**config.mk**
```make
export PLATFORM = sky130hd
export DESIGN_NAME = stream_byte_packer
export DESIGN_NICKNAME = d
export VERILOG_FILES = /design/src/rtl/stream_byte_packer.sv
export SDC_FILE = /design/constraint.sdc
export NUM_CORES = 1
export LEC_CHECK = 0
export ABC_AREA = 1
export CORE_UTILIZATION = 38
export CTS_CLUSTER_SIZE = 8
export DETAILED_ROUTE_END_ITERATION = 10
export SLEW_MARGIN = 20
export SYNTH_ARGS = -nofsm -noshare
export SYNTH_HDL_FRONTEND = slang
export SYNTH_SLANG_ARGS = --single-unit
export TNS_END_PERCENT = 30
```
**constraint.sdc**
```tcl
create_clock -name aclk -period 2.9 [get_ports aclk]
set_input_delay 0.725 -clock aclk [delete_from_list [all_inputs] [get_ports aclk]]
set_output_delay 0.725 -clock aclk [all_outputs]
set_load 0.005 [all_outputs]
```
**src/rtl/stream_byte_packer.sv**
```systemverilog
// Packs an 8-bit byte stream into little-endian DATA_WIDTH-bit stream words.
// Closes packets on in_last or flush and reports each packet's byte count.
module stream_byte_packer #(
  parameter int DATA_WIDTH = 64,
  parameter int LEN_WIDTH  = 32
) (
  input  logic                    aclk,
  input  logic                    areset,
  input  logic                    in_valid,
  input  logic [7:0]              in_data,
  input  logic                    in_last,
  output logic                    in_ready,
  input  logic                    flush,
  output logic                    t_valid,
  output logic [DATA_WIDTH-1:0]   t_data,
  output logic [DATA_WIDTH/8-1:0] t_strb,
  output logic [DATA_WIDTH/8-1:0] t_keep,
  output logic                    t_last,
  input  logic                    t_ready,
  output logic                    pkt_done,
  output logic [LEN_WIDTH-1:0]    pkt_bytes
);

  localparam int DB = DATA_WIDTH / 8;
  localparam int CW = (DB > 1) ? $clog2(DB) : 1;

  typedef enum logic {IDLE, OPEN} state_t;

  state_t                state_q, state_d;
  logic [CW-1:0]         cnt_q, cnt_d;
  logic [DATA_WIDTH-1:0] acc_q, acc_d, acc_w;
  logic [LEN_WIDTH-1:0]  run_q, run_d, run_inc;
  logic [LEN_WIDTH-1:0]  pend_q, pend_d;
  logic [DATA_WIDTH-1:0] data_d;
  logic [DB-1:0]         strb_d, keep_d, mask;
  logic                  valid_d, last_d;
  logic [CW:0]           fill;
  logic                  byte_acc, flush_acc;
  logic                  full, close, load;

  assign in_ready  = !t_valid || t_ready;
  assign byte_acc  = in_valid && in_ready;
  assign flush_acc = flush && in_ready;

  always_comb begin
    acc_w = acc_q;
    if (byte_acc)
      acc_w[{cnt_q, 3'b000} +: 8] = in_data;
    fill  = {1'b0, cnt_q} + (CW+1)'(byte_acc);
    full  = byte_acc && (fill == (CW+1)'(DB));
    close = flush_acc || (byte_acc && in_last);
    load  = full || close;
    run_inc = run_q;
    if (byte_acc && run_q != '1)
      run_inc = run_q + LEN_WIDTH'(1);
    for (int k = 0; k < DB; k++)
      mask[k] = ((CW+1)'(k) < fill);
  end

  // Output register only reloads when it is empty or draining this cycle.
  always_comb begin
    state_d = state_q;
    cnt_d   = cnt_q;
    acc_d   = acc_w;
    run_d   = run_inc;
    pend_d  = pend_q;
    valid_d = t_valid && !t_ready;
    data_d  = t_data;
    strb_d  = t_strb;
    keep_d  = t_keep;
    last_d  = t_last;
    if (byte_acc) begin
      state_d = OPEN;
      cnt_d   = cnt_q + CW'(1);
    end
    if (load) begin
      valid_d = 1'b1;
      data_d  = acc_w;
      strb_d  = mask;
      keep_d  = (fill == '0) ? '0 : '1;
      last_d  = close;
      cnt_d   = '0;
      acc_d   = '0;
    end
    if (close) begin
      state_d = IDLE;
      pend_d  = run_inc;
      run_d   = '0;
    end
  end

  always_ff @(posedge aclk) begin
    if (areset) begin
      state_q   <= IDLE;
      cnt_q     <= '0;
      acc_q     <= '0;
      run_q     <= '0;
      pend_q    <= '0;
      t_valid   <= 1'b0;
      t_data    <= '0;
      t_strb    <= '0;
      t_keep    <= '0;
      t_last    <= 1'b0;
      pkt_done  <= 1'b0;
      pkt_bytes <= '0;
    end else begin
      state_q  <= state_d;
      cnt_q    <= cnt_d;
      acc_q    <= acc_d;
      run_q    <= run_d;
      pend_q   <= pend_d;
      t_valid  <= valid_d;
      t_data   <= data_d;
      t_strb   <= strb_d;
      t_keep   <= keep_d;
      t_last   <= last_d;
      pkt_done <= t_valid && t_ready && t_last;
      if (t_valid && t_ready && t_last)
        pkt_bytes <= pend_q;
    end
  end

  a_in_hold: assert property (
    @(posedge aclk) disable iff (areset)
    in_valid && !in_ready |=> in_valid && $stable(in_data)
  ) else $error("in_valid/in_data changed while stalled");

endmodule

```
Yosys cells after proc, flatten, opt, wreduce, memory -nomap -nowiden --
Cells that the tools add are included.
Storage, ports and cells: memory bits (read-only) 0, memory bits (writable) 0, logic and storage cells 48, latch bits 0, memories 0, flip-flop bits (word level) 246, bits of input ports 14
Cells by class: bitwise gates (word level) 0, multiplexer cells 5, shifts and indexed selects 2, add/subtract/negate cells 4, reductions and logical operators 16, divide/modulo/power cells 0, $mul 0, equality and inequality tests 2, $lt $le $gt $ge 8
Operator list (number):
- $bwmux W64 | 1
- $mux W64 | 1
- $shift A8 B8 Y64 const A | 1
- $shiftx A8 B8 Y64 | 1
- $add A32 B1 Y32 const B | 1
- $mux W32 | 1
- $ne A32 B32 Y1 const B | 1
- $lt A3 B4 Y1 const A | 4
- $logic_and A1 B1 Y1 | 8
- $lt A1 B4 Y1 const A | 2
- $lt A2 B4 Y1 const A | 2
- $mux W8 | 1
- $neg A6 Y8 | 1
- $add A3 B1 Y4 | 1
- $eq A4 B4 Y1 const B | 1
- $logic_not A4 Y1 | 1
- $reduce_or A2 Y1 | 2
- $add A3 B1 Y3 const B | 1
- $logic_or A1 B1 Y1 | 3
- $logic_not A1 Y1 | 2
- $mux W1 | 1

Depth between registers and ports, before layout --
depth after elaboration 8, depth in mapped cells 16, gate-level depth less buffers 13

Least setup slack after synthesis --
OpenSTA, ideal clock, no wires.
path type input to register, from in t_ready, to reg t_data[42], arrival 2694 ps, buffers on the path 4, setup slack 88 ps, stages 16, library setup time 118 ps, cell sequence inv_2 > nand2_4 > nand2_8 > inv_4 > buf_8 > buf_2 > ha_1 > ha_1 > nor2_1 > nand4_2 > nand2_2 > nor2_4 > buf_4 > buf_4 > nand2_1 > o21ai_2
Between the ends: longest elaborated chain between the ends 6, elaborated cells on any way between the ends 10, classes of those cells add/sub: 1; eq/ne: 1; mux: 1; reduce/logical: 7
Ends and longest elaborated chain:
- start: declaration | RTL line 19 | input logic t_ready,
- $logic_or A1 B1 Y1 * | RTL line 41 | assign in_ready = !t_valid || t_ready;
- named net in_ready | RTL line 12 | output logic in_ready,
- $logic_and A1 B1 Y1 * | RTL line 42 | assign byte_acc = in_valid && in_ready;
- named net byte_acc | RTL line 38 | logic byte_acc, flush_acc;
- $add A3 B1 Y4 | RTL line 49 | fill = {1'b0, cnt_q} + (CW+1)'(byte_acc);
- $eq A4 B4 Y1 | RTL line 50 | full = byte_acc && (fill == (CW+1)'(DB));
- $logic_and A1 B1 Y1 | RTL line 50
- $logic_or A1 B1 Y1 | RTL line 52 | load = full || close;
- end signal: assignment | RTL line 113 | t_data <= data_d;
- end: declaration | RTL line 15 | output logic [DATA_WIDTH-1:0] t_data,
The timed path passes the listed nets; every way through them passes the cells marked *. A chain may end at the register's enable or synchronous reset.

Worst setup path in the final report --
from in t_ready, to out in_ready
Between the ends: longest elaborated chain between the ends 1
Ends and longest elaborated chain (RTL line):
- $logic_or A1 B1 Y1 | 41
- end: declaration | 12
No other way between the ends.

==> flow_summary_export.csv <==
group,metric,value,unit
run_status,status,"completed",
timing,setup_violations,0,
place,dp_hpwl,16900,µm
logic_synthesis,syn_nets,1278,
clock_network,h-tree-depth,2,
setup_path,cp_num_buf_inv,4,
grt,grtUsageTotal,18.7,%
place,dpl_cell_area,11400,µm²
pwr,p_per_area,602,nW/µm²
floorplanning,fp.dieArea,26200,µm²
setup_path,crit_type,"in -> out",
logic_synthesis,synth-main-ff-cell,"dfxtp_1",
logic_synthesis,synth_xor_area_share,0.541,%
setup_path,path_cells,"clkdlybuf4s50_1, inv_2, nand2_4, buf_4, clkdlybuf4s50_1",
clock_network,ctsRootBufferMaster,"clkbuf_16",
floorplanning,core_area,25100,µm²
setup_path,reg2reg_from,"run_q[0]$_SDFF_PP0_",
detailed_routing,first_iter_violations,627,
timing,skew,0.0207,ns
setup_path,slowest_delay,0.49,ns
finish,final_util,49.1,%
finish,drive_gt1_share,11.5,%
detailed_routing,vias_per_cell,4.83,
clock_network,cts_resized,0,
job,drv_cap,0,
clock_network,hold_buffers,0,
logic_synthesis,syn_area,9720,µm²
floorplanning,dieWidth,162,µm
setup_path,crit_family,"buffers and inverters",
place,dp_slack,-0.0822,ns
clock_network,clk_path_buf_depth,3,
grt,grt_pass1_vias,7822,
grt,grt_pass1_wl,39500,µm
clock_network,cts_tree,"built",
grt,antenna_found_initial,0,
timing,max-slew-margin-rel,55.7,%
floorplanning,ios,130,
logic_synthesis,synth-compound-area-share,12.7,%
timing,fmax,373,MHz
grt,grt-ovfl-total,0,
timing,tns,0,ns
setup_path,cp-end-kind,"output port",
finish,synthToLayoutAreaGrowth,26.7,%
place,port-buffer-count,129,
clock_network,clkLatencyLatePin,0.50,ns
place,place.gp.congestion,0.851,
logic_synthesis,synth_top_family_by_area,"simple AND/OR/NAND/NOR gates",
logic_synthesis,synth_seq_cells,238,
timing,finalCriticalPeriod,2.68,ns
setup_path,worstSetupStartpointType,"primary input",
logic_synthesis,synth_seq_area_share,49.0,%
logic_synthesis,synth.avg_cell_area,7.73,µm²
finish,nNetsFinal,1413,
setup_path,crit_path_start,"t_ready",
logic_synthesis,ys.warnings.count,0,
timing,finalWorstSetupSlack,0.218,ns
floorplanning,row_count,58,
detailed_routing,via_count,8329,
timing,slew_viol_final,0,
logic_synthesis,synth_mux_area_share,0,%
finish,diodes,0,
detailed_routing,routedWlPerCell,13.9,µm
clock_network,cts_sinks,238,
floorplanning,start_util,38.7,%
floorplanning,die_h,162,µm
setup_path,slowest_stage,"clkdlybuf4s50_1",
clock_network,cts_setup_buffers,0,
setup_path,critPathMaxFanout,3,
logic_synthesis,synthAdderAreaFrac,0.901,%
logic_synthesis,synthCells,1257,
timing,rsz0062_at_grt,"false",
detailed_routing,firstDrtPassIters,5,
logic_synthesis,yosys.area_share.simple,28.2,%
logic_synthesis,synthArstFlopShare,0,%
pwr,p_leak,4.86,nW
clock_network,cts_buffers,35,
logic_synthesis,synth_edf_count,0,
grt,grt_max_degree,66,
setup_path,crit_path_frequent_cell,"clkdlybuf4s50_1",
min_path,min_path_type,"reg -> reg",
timing,post-route-period-util,92.5,%
logic_synthesis,ys_types,43,
detailed_routing,wl,24000,µm
finish,final_area,12300,µm²
clock_network,path_clk_slew,0.04,ns
setup_path,critical_path_required,2.17,ns
detailed_routing,ant_nets,0,
timing,worstMarginPinSlew,0.664,ns
setup_path,cp.arrival,1.96,ns
timing,hold_violations,0,
min_path,min_from,"pkt_bytes[22]$_SDFFE_PP0P_",
pwr,peakVddDrop,390,µV
detailed_routing,drc,0,
-- path summary, 6_finish.rpt --
check | end | slack [ns] | cells past startpoint
max | in_ready | 0.22 | 5
min | pkt_bytes[22]$_SDFFE_PP0P_ | 0.44 | 2
max reg2reg | pend_q[6]$_SDFFE_PP0P_ | 0.62 | 12
min reg2reg | pkt_bytes[22]$_SDFFE_PP0P_ | 0.44 | 2
-- cell type report --
| class | count | area [µm²] |
|---|---|---|
| flip-flops and latches | 238 | 4760 |
| inverters | 118 | 448 |
| multi-input cells | 836 | 4120 |
| fillers | 2483 | 12800 |
| clock inverters | 2 | 25.0 |
| clock buffers | 37 | 915 |
| repair buffers | 163 | 1630 |
| well taps | 330 | 413 |
-- registers in the layout, summed over array words and instances, names as in the netlist --
signal / flops
acc_q: 64
cnt_q: 3
pend_q: 32
pkt_bytes: 32
pkt_done: 1
run_q: 32
t_data: 64
t_last: 1
t_strb: 8
t_valid: 1
-- Yosys cell counts, types with 3 or more instances --
library cell	instances	area, µm²
nor2_1	147	552
xnor2_1	3	26.3
xor2_1	3	26.3
nand4_2	7	87.6
buf_4	17	128
a21o_1	6	45.0
or2_2	4	25.0
nor2_2	10	62.6
nand2_2	8	50.1
o21ai_1	82	410
a21oi_2	4	35.0
o21ai_2	20	175
o21ai_0	48	240
buf_6	5	56.3
and2_1	9	56.3
a21oi_1	61	305
ha_1	7	87.6
nor3_1	8	40.0
nand3_2	8	80.1
nand2_1	307	1150
nand3b_1	4	30.0
clkbuf_1	18	67.6
nand4_1	14	87.6
buf_2	19	95.1
nand3_1	57	285
inv_2	9	33.8
nor2_4	4	45.0
dfxtp_1	238	4760
inv_1	107	402
-- worst reg2reg max path, cell delays in order, from the launching register on --
cell and delay (ns):
dfxtp_1 0.43, ha_1 0.26, nand2_1 0.08, nor2_1 0.17, nand2_1 0.11, nor2_1 0.11
nand2_1 0.31, buf_4 0.36, nand2_8 0.11, nand2_1 0.05, o21ai_1 0.09, nand2_1 0.09
nand2_1 0.06
-- per-stage QoR --
| stage | total power, mW | hold slack, ns | instances |
|---|---|---|---|
| 3_5_place_dp | 3.91 | 0.435 | 1685 |
| 5_1_grt | 7.70 | 0.458 | 1724 |
| 6_report | 7.41 | 0.439 | 1724 |
| 2_1_floorplan | 3.69 | 0.421 | 1257 |
| 4_1_cts | 7.51 | 0.444 | 1724 |
| 3_3_place_gp | 3.91 | 0.434 | 1685 |
-- layer usage --
layer / track usage (%) / wire (µm)
met1: 24.2 / 11200
met2: 32.0 / 11400
met3: 2.96 / 962
met4: 5.53 / 429
met5: 0 / 0
-- power breakdown --
group	internal [mW]	switching, mW	leakage (nW)
registers	3.33	0.0300	1.92
clock network	2.21	1.36	0.462
logic	0.197	0.285	2.47
total	5.73	1.68	4.86
-- cell families after synthesis --
kind of cell    count (synthesis)
simple gates                  599
fa+ha+maj                       7
xor+xnor                        6
buf+inv                       183
flops                         238
compound gates                224
-- layout by cell type, fill, tap and decap left out, drive strengths merged, types with 9 or more instances in the layout --
cell type and instances:
buf 34, a21oi 65, nor3 10, and2 9
clkdlybuf4s50 129, nand3 66, nor2 162, dfxtp 238
o21ai 150, nand4 23, clkbuf 37, nand2 319
inv 119
Power figures use the tool's default switching activity.
